$ cat config.mk
export PLATFORM = sky130hd
export DESIGN_NAME = alu_seq_unit
export DESIGN_NICKNAME = d
export VERILOG_FILES = /design/src/rtl/alu_seq_unit.sv
export SDC_FILE = /design/constraint.sdc
export NUM_CORES = 1
export LEC_CHECK = 0
export ABC_AREA = 1
export CAP_MARGIN = 40
export CORE_MARGIN = 3
export CORE_UTILIZATION = 58
export CTS_CLUSTER_DIAMETER = 60
export DETAILED_ROUTE_END_ITERATION = 10
export GPL_TIMING_DRIVEN = 0
export PLACE_DENSITY = 0.95
export SLEW_MARGIN = 20
export SYNTH_ARGS = -nofsm -noshare
export SYNTH_HDL_FRONTEND = slang
export SYNTH_SLANG_ARGS = --single-unit
$ cat constraint.sdc
create_clock -name clk -period 1.8 [get_ports clk]
set_input_delay 0.36 -clock clk [delete_from_list [all_inputs] [get_ports clk]]
set_output_delay 0.36 -clock clk [all_outputs]
set_load 0.05 [all_outputs]
$ cat src/rtl/alu_seq_unit.sv
// alu_seq_unit: registered ALU with single-cycle ops and an optional shift-add multiplier.
// Define ALU_SEQ_MUL_EN to build the multi-cycle multiply (op 4'b0110) and its MUL state.
module alu_seq_unit #(
    parameter int WIDTH = 32
) (
    input  logic             clk,
    input  logic             rst_n,
    input  logic             start,
    input  logic [3:0]       alucontrol,
    input  logic [WIDTH-1:0] a,
    input  logic [WIDTH-1:0] b,
    output logic [WIDTH-1:0] result,
    output logic             zero,
    output logic             busy,
    output logic             done,
    output logic             illegal
);
    localparam logic [3:0] OP_ADD  = 4'b0010;
    localparam logic [3:0] OP_PASS = 4'b0111;
    localparam logic [3:0] OP_MUL  = 4'b0110;
    localparam logic [3:0] OP_LUI  = 4'b0000;
    localparam logic [3:0] OP_OR   = 4'b0011;

    logic [WIDTH-1:0] r_result, w_res, w_mul_res;
    logic             r_zero, r_done, r_illegal;
    logic             w_sup, w_idle, w_go_mul, w_mul_done;

    always_comb begin
        w_res = (alucontrol == OP_ADD)  ? a + b :
                (alucontrol == OP_PASS) ? a :
                (alucontrol == OP_LUI)  ? b << 16 :
                (alucontrol == OP_OR)   ? a | b : '0;
        w_sup = (alucontrol == OP_ADD) || (alucontrol == OP_PASS) ||
                (alucontrol == OP_LUI) || (alucontrol == OP_OR);
    end

`ifdef ALU_SEQ_MUL_EN
    localparam int CW = (WIDTH > 1) ? $clog2(WIDTH) : 1;
    typedef enum logic {IDLE, MUL} state_t;
    state_t           r_state, w_next;
    logic [WIDTH-1:0] r_ma, r_mb, r_acc;
    logic [CW-1:0]    r_cnt;

    assign w_idle     = (r_state == IDLE);
    assign w_go_mul   = w_idle && start && (alucontrol == OP_MUL);
    assign w_mul_done = (r_state == MUL) && (r_cnt == CW'(WIDTH - 1));
    assign w_mul_res  = r_acc + (r_mb[0] ? r_ma : '0);
    assign busy       = (r_state == MUL);

    always_ff @(posedge clk or negedge rst_n) begin
        if (!rst_n) r_state <= IDLE;
        else        r_state <= w_next;
    end

    always_comb begin
        w_next = r_state;
        if (w_go_mul)        w_next = MUL;
        else if (w_mul_done) w_next = IDLE;
    end

    // One shift-add step per edge on the captured operand copies.
    always_ff @(posedge clk or negedge rst_n) begin
        if (!rst_n) begin
            r_ma  <= '0;
            r_mb  <= '0;
            r_acc <= '0;
            r_cnt <= '0;
        end else if (w_go_mul) begin
            r_ma  <= a;
            r_mb  <= b;
            r_acc <= '0;
            r_cnt <= '0;
        end else if (busy) begin
            r_ma  <= r_ma << 1;
            r_mb  <= r_mb >> 1;
            r_acc <= w_mul_res;
            r_cnt <= r_cnt + 1'b1;
        end
    end
`else
    assign w_idle     = 1'b1;
    assign w_go_mul   = 1'b0;
    assign w_mul_done = 1'b0;
    assign w_mul_res  = '0;
    assign busy       = 1'b0;
`endif

    always_ff @(posedge clk or negedge rst_n) begin
        if (!rst_n) begin
            r_result  <= '0;
            r_zero    <= 1'b1;
            r_done    <= 1'b0;
            r_illegal <= 1'b0;
        end else begin
            r_done <= 1'b0;
            if (w_idle && start && !w_go_mul) begin
                r_result  <= w_res;
                r_zero    <= (w_res == '0);
                r_illegal <= !w_sup;
                r_done    <= 1'b1;
            end else if (w_mul_done) begin
                r_result  <= w_mul_res;
                r_zero    <= (w_mul_res == '0);
                r_illegal <= 1'b0;
                r_done    <= 1'b1;
            end
        end
    end

    assign result  = r_result;
    assign zero    = r_zero;
    assign done    = r_done;
    assign illegal = r_illegal;
endmodule

==> reports/metrics.yaml, run 1 <==
grt_max_degree: 34
die_x_microns: 101.1
yosysSeqAreaShare_pct: 16.71
clockBufferDepth: 2
start_util_pct: 59.89
yosysTopAreaCell: "nand2_1"
grt.total_usage_pct: 94.08
cts.sinks: 35
cts-root-buf: "clkbuf_8"
yosys_register_bits: 35
synth_area_sq_um: 5249
ys_top_cells_by_area: "nand2_1, dfrtp_1, ha_1"
grt-worst-endpoint: "zero$_DFFE_PN1P_/D"
synth_edf_count: 0
worstEpCategory: "sequential cell input"
numCtsBuffers: 5
status: "stopped before the end"
htreeDepth: 2
synth-main-ff-cell: "dfrtp_1"
netlist.area_leader.share_pct: 19.81
grt_overflow_total: 808
gp_congestion: 1.063
syn_area_per_cell_sq_um: 5.781
port_buffers: 105
stop_stage: "global routing (5_1_grt)"
die_y_microns: 101.1
async_flop_share_pct: 100.0
stop_error: "[ERROR GRT-0232] Routing congestion too high. Check the congestion heatmap in the GUI."
syn-num-nets: 1043
synth_cell_types: 35
num_io_pins: 107
fp-row-count: 34
ys_warn_count: 0
dp_hpwl_microns: 15170
synthCells: 908
==> cell usage after synthesis, types with 8 or more instances <==
cell type and instances:
a21oi_1 37, a31oi_1 21, dfrtp_1 34, ha_1 63
inv_1 190, inv_2 10, nand2_1 277, nand2_2 9
nand3_1 69, nand4_1 15, nor2_1 81, nor2_2 9
nor3_1 8, o21ai_0 14, o22ai_1 24
==> what timing repair did <==
item                                    CTS
hold endpoints to repair                  2
cloned                                    0
buffers inserted                         61
hold buffers                              1
resized for setup                       461
pin swaps                               116
endpoints found under the setup margin   61
==> through the flow <==
| stage | instances | cell area [sq um] | worst slack, ns | utilization [%] | hold slack (ns) |
|---|---|---|---|---|---|
| after detailed placement | 1122 | 6474 | -1.195 | 73.87 | 0.1716 |
| after global placement | 1121 | 6459 | -1.199 | 73.70 | 0.4601 |
| after floorplan | 908 | 5273 | -0.1457 | - | 0.06441 |
| after CTS | 1192 | 7850 | -0.2511 | 89.58 | 0.4013 |
==> per-layer routing <==
layer	overflow	track usage [%]
met1	6	82.59
met4	187	110.2
met2	613	127.0
met5	0	34.13
met3	2	65.43
==> kinds of logic after synthesis <==
family	after synthesis	share of synthesized area, %
AO/OA/AOI/OAI	104	11.47
other	1	0.07145
buffers and inverters	219	16.23
flip-flops	35	16.71
adder cells (fa/ha/maj)	64	15.40
AND/OR/NAND/NOR	485	40.12
==> run 2, diff against run 1 <==
CORE_UTILIZATION = 40   (was 58)
CTS_CLUSTER_DIAMETER = not set   (was 60)
PLACE_DENSITY = not set   (was 0.95)
PLACE_DENSITY_LB_ADDON = 0.15   (was not set)
==> reports/metrics.yaml, run 2 <==
status: "finished, violations left"
failed_checks: "setup timing"
rrSetupSlack_ns: 0.94
worst_slack_ns: -0.2936
cp_cell_sequence: "buf_8 > ha_4 > fa_2 > nand2_2 > nand2_2 > nand3_2 > nand2_4 > nand2_4 > nand2_4 > nand2_1 > nand3_2 > nand2_2 > nand2_2 > nor2_4 > nand3_2 > nor2_1 > nand3_1 > nand2_1"
synth_edf_count: 0
p_sw_share_pct: 42.87
crit-reg2reg-launch: "result[13]"
max_slew_margin_pct: 65.63
cp.buffers_inverters: 1
cts.sinks: 35
fmax_ghz: 0.4776
internal_power_mw: 2.602
ff2ff_path_depth: 2
synthToLayoutAreaGrowth_pct: 64.00
netlist.area_leader.share_pct: 19.81
grt_max_degree: 29
first_pass_iters: 7
slowest_stage: "fa_2"
num_vias: 6746
synth_area_sq_um: 5249
yosys_register_bits: 35
leakage_nw: 4.632
grt_pass1_wl_microns: 31760
top_usage_layer: "met2"
hold_end: "result[22]"
p_per_area_nw_per_um2: 529.1
port_buffers: 105
cts_tree: "yes"
met2_usage_pct: 45.69
final.setup.tns_ns: -0.9065
synth.most_common_cell: "nand2_1"
grt_overflow_total: 0
grt_pass1_vias: 6288
crit_arrival_ns: 2.32
fin_nets: 1235
final.fill_count: 1103
die_area_sq_um: 14530
wl_per_cell_microns: 16.53
power.total_mw: 4.555
coreArea_sq_um: 12720
numCtsBuffers: 5
crit_family: "simple AND/OR/NAND/NOR gates"
crit_path_max_fanout: 4
htreeDepth: 2
yosysTopAreaCell: "nand2_1"
die_x_microns: 120.6
combPwrFrac_pct: 54.6
rsz0062_at_grt: "yes"
drive_gt1_share_pct: 42.69
async_flop_share_pct: 100.0
antenna_found_initial: 0
hold_slack_ns: 0.3935
ir_worst_vdd_mv: 0.3626
dr.first_iter.drc_count: 593
grt.total_usage_pct: 27.77
syn_area_per_cell_sq_um: 5.781
yosysSeqAreaShare_pct: 16.71
cp.required_ns: 2.03
gp_congestion: 0.9146
synth_commonest_cells: "nand2_1, inv_1, nor2_1, nand3_1, ha_1"
die_y_microns: 120.6
grt_use_met3_pct: 3.368
final_util_pct: 67.66
layout_commonest_cell: "nand2_1"
clkTransAtPathRegs_ns: 0.06
drc: 0
start_kind: "primary input"
cp_slowest_stage_delay_ns: 0.40
cts-root-buf: "clkbuf_16"
worst_path_most_repeated_cell: "nand2_2"
num_io_pins: 107
final_cell_area_sq_um: 8608
maxCapViolCount: 0
num_antenna_cells: 0
synthCells: 908
fp-row-count: 41
final_cell_mix: "nand2_1, inv_1, buf_4"
clockBufferDepth: 2
dpl-instance-area_sq_um: 6554
p_clk_share_pct: 25.7
ant_nets: 0
synth-main-ff-cell: "dfrtp_1"
p_sw_mw: 1.952
clk_latency_ns: 0.28
tightest_slew_ns: 0.5147
hold_class: "in2reg"
worstHoldStart: "a[22]"
finClkSkew_ns: 0
ys_warn_count: 0
finalHoldViolations: 0
met1_usage_pct: 37.11
finalSetupViolCount: 6
start_util_pct: 41.26
dp_hpwl_microns: 15220
viasPerCell: 5.299
synth_cell_types: 35
layout_worst_path_cycle_share_pct: 116.3
ys_top_cells_by_area: "nand2_1, dfrtp_1, ha_1"
reg2reg_to: "result[13]"
syn-num-nets: 1043
detail_route.wirelength_microns: 21040
worst-setup-path-type: "in2reg"
endpoint_kind: "flop"
holdPathStages: 3
seqPwrFrac_pct: 19.7
period_minus_slack_ns: 2.094
largest_register_ffs: 32
drv_slew: 0
-- run 2: cell counts after synthesis --
No cell type changed its count.
-- run 2: worst max path at each step --
stage,start,endpoint,slack (ns),cells after the start
6_report,b[0],zero,-0.29,18
5_1_grt,b[0],zero,-0.41,18
4_1_cts,b[0],zero,-0.20,18
3_5_place_dp,b[7],zero,-1.27,17
3_3_place_gp,b[7],zero,-1.25,17
2_1_floorplan,a[0],zero,-0.15,17
-- run 2: tightest hold or removal path: stages --
cell     delay (ns)
buf_8          0.08
a21oi_1        0.07
a31oi_1        0.12
-- run 2: area by class of cell --
class / instances / area (sq um) / share of cell area (%)
Buffer: 17 / 105.1 / 1.221
Clock buffer: 5 / 125.1 / 1.453
Clock inverter: 3 / 67.56 / 0.7849
Inverter: 201 / 794.5 / 9.230
Multi-Input combinational cell: 654 / 4848 / 56.32
Sequential cell: 35 / 877.1 / 10.19
Tap cell: 172 / 215.2 / 2.500
Timing Repair Buffer: 186 / 1575 / 18.30
-- run 2: repair_timing --
item | CTS | global route
buffers inserted | 70 | 10
gates resized for setup | 579 | 122
hold buffers | 1 | 0
endpoints found under the setup margin | 56 | 26
pin swaps | 154 | 51
hold endpoints to repair | 6 | 0
-- run 2: per-stage QoR --
stage	instances	setup slack, ns
floorplan	908	-0.1457
finish	1273	-0.2936
detailed placement	1186	-1.265
CTS	1265	-0.2006
global route	1273	-0.4060
global placement	1185	-1.253
-- run 2: layer usage --
| metal | routed length, microns | vias to the layer above | share of wire [%] |
|---|---|---|---|
| li1 | - | 3236 | - |
| met1 | 8857 | 3090 | 42 |
| met2 | 9589 | 355 | 46 |
| met3 | 1693 | 65 | 8.0 |
| met4 | 897 | 0 | 4.3 |
| met5 | 0 | - | 0 |
-- run 2: kinds of logic after synthesis --
family	count (synthesis)	synth area share, %
adders and majority gates	64	15.40
other	1	0.07145
DFF	35	16.71
buffers and inverters	219	16.23
AOI/OAI and AO/OA	104	11.47
and+or+nand+nor	485	40.12
-- run 2: power by group through the flow --
stage	sequential (mW)	combinational (mW)	clock (mW)
floorplan	1.16	0.878	0
global placement	0.912	1.75	0
detailed placement	0.914	1.76	0
CTS	0.898	2.27	1.16
global route	0.906	2.66	1.20
finish	0.898	2.49	1.17
(Power assumes the default switching activity.)
==> run 3, diff against run 2 <==
GPL_ROUTABILITY_DRIVEN = 0   (was not set)
==> reports/metrics.yaml, run 3 (synthesis results as in run 2) <==
worst_slack_ns: -0.2539
die_y_microns: 120.6
period_minus_slack_ns: 2.054
power.total_mw: 4.425
wl_per_cell_microns: 16.71
fin_nets: 1234
final.fill_count: 1137
synthToLayoutAreaGrowth_pct: 61.45
hold_class: "in2reg"
rsz0062_at_grt: "yes"
coreArea_sq_um: 12720
layout_commonest_cell: "nand2_1"
dpl_worst_slack_ns: -1.259
clkTransAtPathRegs_ns: 0.06
drive_gt1_share_pct: 41.82
dr.first_iter.drc_count: 602
finalSetupViolCount: 6
drc: 0
start_kind: "primary input"
hold_slack_ns: 0.4331
tightest_slew_ns: 0.5103
worst-setup-path-type: "in2reg"
final_cell_area_sq_um: 8474
port_buffers: 105
grt_overflow_total: 0
max_slew_margin_pct: 65.93
viasPerCell: 5.353
grt_pass1_wl_microns: 32220
num_antenna_cells: 0
final_cell_mix: "nand2_1, inv_1, buf_4"
fmax_ghz: 0.4869
layout_worst_path_cycle_share_pct: 114.1
num_vias: 6809
numCtsBuffers: 5
cp.required_ns: 2.03
clockBufferDepth: 2
final.setup.tns_ns: -0.6892
final_util_pct: 66.61
ir_worst_vdd_mv: 0.3633
leakage_nw: 4.652
grt.total_usage_pct: 27.90
crit_path_max_fanout: 4
crit_arrival_ns: 2.28
p_per_area_nw_per_um2: 522.1
endpoint_kind: "flop"
placed_cells: 1186
largest_register_ffs: 32
num_io_pins: 107
cts-root-buf: "clkbuf_16"
failed_checks: "setup timing"
detail_route.wirelength_microns: 21260
maxCapViolCount: 0
finalHoldViolations: 0
clk_latency_ns: 0.28
grt_max_degree: 29
die_area_sq_um: 14530
ant_nets: 0
antenna_found_initial: 0
htreeDepth: 2
dp_hpwl_microns: 15110
dpl-instance-area_sq_um: 6554
start_util_pct: 41.26
cts_tree: "yes"
finClkSkew_ns: 0
drv_slew: 0
first_pass_iters: 8
grt_pass1_vias: 6502
stdcell_count: 1272
die_x_microns: 120.6
status: "finished, violations left"
fp-row-count: 41
cts.sinks: 35
==> run 3: cell count changes in the layout (fill, tap and decap cells not counted), sizes merged <==
cell           delta
clkinvlp          -1
dlymetal6s2s      +6
bufinv            -1
buf               -5
clkdlybuf4s15     -6
clkbuf           +11
clkdlybuf4s50     -1
dlygate4sd2       -5
clkinv            +1
==> run 3: timing repair <==
| item | CTS | global route |
|---|---|---|
| buffers inserted | 59 | 19 |
| pin swaps | 123 | 94 |
| endpoints found under the setup margin | 51 | 44 |
| resized for setup | 501 | 148 |
| endpoints found under the hold margin | 6 | 0 |
| hold buffers | 1 | 0 |
==> run 3: routing by layer <==
| metal | track usage, % | up-vias | part of all wire [%] |
|---|---|---|---|
| met5 | 0 | - | 0 |
| met4 | 13.53 | 0 | 5.2 |
| met3 | 3.835 | 67 | 9.2 |
| met2 | 45.30 | 359 | 45 |
| met1 | 36.47 | 3158 | 41 |
| li1 | - | 3225 | - |
==> run 3: final timing paths <==
check / endpoint / slack, ns / start / depth (start not counted)
setup / recovery: zero / -0.25 / a[0] / 17
hold / removal: result[0] / 0.43 / a[0] / 5
setup reg to reg: result[13] / 1.03 / result[13] / 2
hold reg to reg: zero / 0.47 / zero / 2
max in group asynchronous: result[5] / 0.91 / rst_n / 3
min in group asynchronous: result[31] / 0.47 / rst_n / 2
==> run 3: area by class of cell <==
type | instances | area (sq um) | share of cell area (%)
multi-input combinational | 654 | 4798 | 56.62
timing repair buffer | 185 | 1535 | 18.12
sequential | 35 | 877.1 | 10.35
inverter | 201 | 769.5 | 9.080
tap | 172 | 215.2 | 2.539
clock buffer | 6 | 138.9 | 1.639
buffer | 17 | 105.1 | 1.240
clock inverter | 2 | 35.03 | 0.4134
==> run 3: critical path: stages <==
cell,delay (ns)
buf_8,0.10
ha_4,0.15
fa_2,0.40
nand3_4,0.10
nand2_4,0.08
nand3_4,0.08
nand3_4,0.09
buf_12,0.14
nand2_8,0.06
nand3_2,0.05
nand2_1,0.06
nor2_1,0.05
nor2_2,0.22
nand2_1,0.09
nor2_1,0.11
nand3_1,0.08
nand2_1,0.06
==> run 3: power breakdown <==
group	switching (mW)	internal (mW)	leakage (nW)
clock network	0.355	0.689	0.0868
registers	0.0404	0.858	0.437
logic	1.52	0.959	4.13
